`src/rtl/enemy_life_ctrl.sv`:
```
// ============================================================================
//  Module      : enemy_life_ctrl
//  Description : Per-enemy life/respawn controller. Counts hits on the rising
//                edge of the collision flag, runs a death blink, a respawn
//                countdown and a respawn budget, and pulses feedback to the
//                bullet stage and a kill strobe to the score logic.
//  Revision    : 1.0 - initial release
// ============================================================================
`default_nettype none

module enemy_life_ctrl #(
  parameter int HIT_POINTS     = 3,
  parameter int BLINK_FRAMES   = 30,
  parameter int RESPAWN_FRAMES = 120,
  parameter int BLINK_SHIFT    = 2,
  parameter int MAX_RESPAWNS   = 3
) (
  input  logic       clk,
  input  logic       reset,
  input  logic       frameTick,
  input  logic       enable,
  input  logic       collisionFlag,
  output logic       enemyPresent,
  output logic       collisionFeedback,
  output logic       killPulse,
  output logic [2:0] hitPoints,
  output logic [1:0] enemyState
);

  // Encoded life states; the encoding is exported directly on enemyState.
  typedef enum logic [1:0] {
    ST_ALIVE = 2'b00,
    ST_DYING = 2'b01,
    ST_DEAD  = 2'b10,
    ST_GONE  = 2'b11
  } state_t;

  // Parameter values sized to the registers they are compared against.
  localparam logic [2:0] c_HIT_POINTS   = 3'(HIT_POINTS);
  localparam logic [7:0] c_BLINK_LAST   = 8'(BLINK_FRAMES - 1);
  localparam logic [7:0] c_RESPAWN_LAST = 8'(RESPAWN_FRAMES - 1);
  localparam logic [2:0] c_MAX_RESPAWNS = 3'(MAX_RESPAWNS);

  state_t     r_state;
  logic [2:0] r_hitPoints;
  logic [7:0] r_frameCnt;
  logic [2:0] r_respawnCnt;
  logic       r_colReg;
  logic       r_feedback;
  logic       r_kill;

  logic       w_hit;
  logic       w_frameLastBlink;
  logic       w_frameLastRespawn;
  logic       w_respawnAllowed;
  logic       w_blinkVisible;
  logic       w_present;

  // A hit is a fresh rising edge of the flag while the game runs and the
  // enemy can be hit. Because r_colReg tracks the flag even while disabled,
  // a flag already high when enable returns is not mistaken for a new edge.
  assign w_hit = collisionFlag & ~r_colReg & enable & (r_state == ST_ALIVE);

  assign w_frameLastBlink   = (r_frameCnt == c_BLINK_LAST);
  assign w_frameLastRespawn = (r_frameCnt == c_RESPAWN_LAST);
  assign w_respawnAllowed   = (r_respawnCnt < c_MAX_RESPAWNS);
  assign w_blinkVisible     = ~r_frameCnt[BLINK_SHIFT];

  // Delay the collision flag by one cycle for edge detection, independent of enable.
  always_ff @(posedge clk or posedge reset) begin
    if (reset) begin
      r_colReg <= 1'b0;
    end else begin
      r_colReg <= collisionFlag;
    end
  end

  // Life-cycle FSM with its counters and one-cycle output pulses.
  always_ff @(posedge clk or posedge reset) begin
    if (reset) begin
      r_state      <= ST_ALIVE;
      r_hitPoints  <= c_HIT_POINTS;
      r_frameCnt   <= 8'd0;
      r_respawnCnt <= 3'd0;
      r_feedback   <= 1'b0;
      r_kill       <= 1'b0;
    end else begin
      // Pulses fall back to zero unless re-asserted below this cycle.
      r_feedback <= 1'b0;
      r_kill     <= 1'b0;
      if (enable) begin
        case (r_state)
          ST_ALIVE: begin
            // frameTick is deliberately ignored while alive.
            if (w_hit) begin
              r_feedback <= 1'b1;
              if (r_hitPoints == 3'd1) begin
                r_kill      <= 1'b1;
                r_hitPoints <= 3'd0;
                r_frameCnt  <= 8'd0;
                r_state     <= ST_DYING;
              end else begin
                r_hitPoints <= r_hitPoints - 3'd1;
              end
            end
          end
          ST_DYING: begin
            if (frameTick) begin
              if (w_frameLastBlink) begin
                r_frameCnt <= 8'd0;
                r_state    <= w_respawnAllowed ? ST_DEAD : ST_GONE;
              end else begin
                r_frameCnt <= r_frameCnt + 8'd1;
              end
            end
          end
          ST_DEAD: begin
            if (frameTick) begin
              if (w_frameLastRespawn) begin
                r_frameCnt   <= 8'd0;
                r_hitPoints  <= c_HIT_POINTS;
                r_respawnCnt <= r_respawnCnt + 3'd1;
                r_state      <= ST_ALIVE;
              end else begin
                r_frameCnt <= r_frameCnt + 8'd1;
              end
            end
          end
          default: begin
            // GONE is terminal; only reset leaves it.
            r_state <= ST_GONE;
          end
        endcase
      end
    end
  end

  // Visibility is a pure decode of registered state, so no input reaches it combinationally.
  always_comb begin
    w_present = 1'b0;
    case (r_state)
      ST_ALIVE: w_present = 1'b1;
      ST_DYING: w_present = w_blinkVisible;
      default:  w_present = 1'b0;
    endcase
  end

  assign enemyPresent      = w_present;
  assign collisionFeedback = r_feedback;
  assign killPulse         = r_kill;
  assign hitPoints         = r_hitPoints;
  assign enemyState        = r_state;

endmodule

`default_nettype wire

```
`config.mk`:
```
export PLATFORM = sky130hd
export DESIGN_NAME = enemy_life_ctrl
export DESIGN_NICKNAME = d
export VERILOG_FILES = /design/src/rtl/enemy_life_ctrl.sv
export SDC_FILE = /design/constraint.sdc
export NUM_CORES = 1
export LEC_CHECK = 0
export CORE_ASPECT_RATIO = 0.6
export CORE_UTILIZATION = 50
export DETAILED_ROUTE_END_ITERATION = 7
export GPL_TIMING_DRIVEN = 0
export PLACE_DENSITY = 0.74
export SLEW_MARGIN = 20
export SYNTH_ARGS = -nofsm -noshare
export SYNTH_HDL_FRONTEND = slang
export SYNTH_SLANG_ARGS = --single-unit
```
`constraint.sdc`:
```
create_clock -name clk -period 1.7 [get_ports clk]
set_clock_uncertainty 0.15 [all_clocks]
set_input_delay 0.34 -clock clk [delete_from_list [all_inputs] [get_ports clk]]
set_output_delay 0.34 -clock clk [all_outputs]
set_load 0.05 [all_outputs]
```
==> impl_metrics.csv <==
group,metric,value,unit
yosys,synth_nets,139,
place,gp_congestion,0.794,
die,initial_core_util,55.7,%
yosys,synthTopCellsByCount,"17 x dfrtp_1, 10 x o21ai_0, 9 x ha_1",
yosys,ys_ff_latch,19,
setup_path,crit_arrival,1900,ps
yosys,synth_area_leaders,"dfrtp_1 33%, ha_1 8.8%, dfstp_2 4.1%",
yosys,syn_area,1280,um^2
sta,worst_pin_slew,750,ps
cts,clk_pin_slew_worst_paths,70,ps
die,num_rows,13,
power,swShare,22.8,%
die,die-height,41.2,um
power,power_frac_comb,6.1,%
routing,avgViaCountPerCell,6.42,
yosys,ys_types,47,
yosys,ys_async_sr_fraction,100,%
finish,drive_above_1_share,51.8,%
setup_path,cp.required,1720,ps
run,max_cap_violations,0,
power,p_sw,190,uW
power,power_leakage,0.000825,uW
setup_path,setup.worst_path.end_class,"flip-flop",
routing,vias,1271,
sta,slew_headroom,49.9,%
sta,fin_ws,-183,ps
setup_path,crit_type,"flip-flop to flip-flop",
yosys,synth.most_common_cell,"dfrtp_1",
setup_path,r2r_cells,7,
setup_path,cp_max_fo,5,
place,portBuffers,12,
sta,finalSetupViolCount,13,
grt,antenna_found_initial,0,
routing,wirelength,4200,um
yosys,synth-edff-count,0,
routing,firstDrtPassIters,4,
setup_path,worstPathCellList,"inv_4 > ha_4 > inv_2 > o211ai_1 > buf_2 > o21ai_1 > o21ai_1",
routing,wl_per_cell,21.2,um
cts,clockBufferDepth,2,
setup_path,cpMostUsedCell,"o21ai_1",
routing,drt_iter0_markers,144,
run_status,violations,"negative setup slack",
power,powerDensity,428,nW/um^2
grt,grt_max_degree,20,
yosys,synth.avg_cell_area,10.2,um^2
setup_path,crit_family,"compound AO/OA/AOI/OAI gates",
cts,cts_hold_buffers,0,
cts,insertion_delay,260,ps
finish,syn_to_final_growth,52.0,%
place,postPlaceCellArea,1480,um^2
routing,ant_nets,0,
die,ioPinCount,13,
worst_hold_path,hold_start,"r_respawnCnt[2]",
power,power.internal,642,uW
power,power_frac_clock,39.0,%
sta,max_freq,531,MHz
yosys,synth_top_area_share,33.3,%
worst_hold_path,holdCritPathClass,"flip-flop to flip-flop",
grt,first_global_vias,1118,
die,fp.dieArea,2770,um^2
die,coreArea,2290,um^2
finish,diodes,0,
setup_path,crit_buf_inv,3,
cts,numCtsBuffers,3,
yosys,synth_flop_cell,"dfrtp_1",
sta,period_share,111,%
place,dpl.hpwl,2120,um
sta,grt_setup_unrepaired,"true",
sta,slew_viol_final,0,
setup_path,r2r-end,"r_frameCnt[0]",
cts,clock-sinks,19,
cts,cts_tree,"done",
power,power_frac_seq,54.9,%
setup_path,cp-start-kind,"flip-flop",
finish,stdcell_area,1940,um^2
run_status,outcome,"finished, violations left",
setup_path,cpMaxStageDelayCell,"dfrtp_2",
sta,tns,-1480,ps
worst_hold_path,holdPathEnd,"r_respawnCnt[2]",
die,dieWidth,67.3,um
yosys,synth_top_area_cell,"dfrtp_1",
grt,grt_pass1_wl,5660,um
setup_path,worstReg2RegStart,"enemyState[1]",
finish,nNetsFinal,183,
grt,track_usage,30.4,%
power,finalPower,832,uW
sta,fin_crit,1880,ps
grt,overflow,0,
place,post-place-ws,-531,ps
cts,cts-root-buf,"clkbuf_8",
routing,drc,0,
yosys,synth_warnings,0,
worst_hold_path,hold_depth,1,
power,ir_drop,0.365,mV
setup_path,regToRegSetupSlack,-180,ps
setup_path,critical_path.max_stage_delay,460,ps
sta,hold_violations,0,
yosys,ys_seq_area_share,37.4,%
yosys,syn_inst,125,
cts,ctsHtreeMaxLevel,1,
sta,whs,329,ps
-- final cells by class --
type	instances	area [um^2]
sequential	19	484
multi-input combinational	97	1000
buffer	1	7.51
fill	104	352
tap	30	37.5
inverter	8	35.0
clock buffer	4	45.0
timing repair buffer	39	333
-- layer usage --
| metal | track usage (%) | wire length, um |
|---|---|---|
| met5 | 0 | 0 |
| met4 | 14.4 | 167 |
| met3 | 8.33 | 403 |
| met2 | 47.8 | 1800 |
| met1 | 39.4 | 1820 |
-- worst max-delay path by stage --
stage	start	endpoint	slack, ps	cells past startpoint
after floorplan	hitPoints[0]	r_frameCnt[7]	-140	5
after global placement	enemyState[0]	enemyPresent	-510	4
after detailed placement	enemyState[0]	enemyPresent	-530	4
after CTS	enemyState[0]	hitPoints[2]	-100	8
after global routing	enemyState[1]	r_frameCnt[0]	-230	7
final	enemyState[1]	r_frameCnt[0]	-180	7
-- registers in the layout, indices dropped and copies added, names as in the netlist --
name	cells
r_frameCnt	8
hitPoints	3
r_respawnCnt	3
enemyState	2
collisionFeedback	1
killPulse	1
r_colReg	1
-- per-stage QoR --
stage | std cells | utilization (%)
global placement | 167 | 64.3
CTS | 193 | 80.4
floorplan | 125 | -
detailed placement | 167 | 64.3
global route | 198 | 84.7
finish | 198 | 84.7
-- power groups by stage --
stage	Sequential [uW]	Combinational [uW]	Clock (uW)
finish	457	50.5	325
global route	457	55.0	346
CTS	456	47.6	324
detailed placement	465	37.8	0
global placement	465	36.7	0
floorplan	464	21.0	0
-- repair_timing --
| item | CTS | global route |
|---|---|---|
| gates resized for setup | 61 | 27 |
| gates cloned | 2 | 0 |
| pin swaps | 16 | 10 |
| setup endpoints to repair | 22 | 20 |
| buffers inserted | 20 | 6 |
-- layout by cell type, fill, tap and decap left out, types with 2 or more instances in the layout --
| cell | instances |
|---|---|
| ha_1 | 3 |
| nand2_1 | 8 |
| nor2b_1 | 2 |
| dfstp_2 | 2 |
| inv_1 | 5 |
| dlygate4sd2_1 | 2 |
| clkbuf_8 | 3 |
| o21ai_1 | 8 |
| and4_1 | 2 |
| buf_6 | 7 |
| and3_4 | 2 |
| mux2i_1 | 3 |
| ha_4 | 6 |
| a21oi_1 | 2 |
| dfrtp_1 | 12 |
| o2111ai_2 | 2 |
| or2_2 | 2 |
| nand2b_4 | 2 |
| inv_4 | 2 |
| clkdlybuf4s50_1 | 3 |
| nor2_4 | 2 |
| buf_2 | 4 |
| a21o_1 | 2 |
| dfrtp_2 | 5 |
| o211ai_1 | 6 |
| nor2b_2 | 2 |
| a21oi_4 | 2 |
| buf_4 | 20 |
| nor2_1 | 5 |
| nand3_1 | 3 |
-- kinds of logic (layout without fill, tap and decap cells) --
family | count (synthesis) | after routing | share of synthesized area [%]
xor gates and xnor gates | 2 | 2 | 1.37
and+or+nand+nor | 42 | 42 | 21.4
AOI/OAI and AO/OA | 39 | 40 | 24.5
DFF | 19 | 19 | 37.4
adders and majority gates | 9 | 9 | 8.82
muxes | 4 | 4 | 3.23
buffers and inverters | 10 | 52 | 3.33
(Power assumes the default switching activity.)
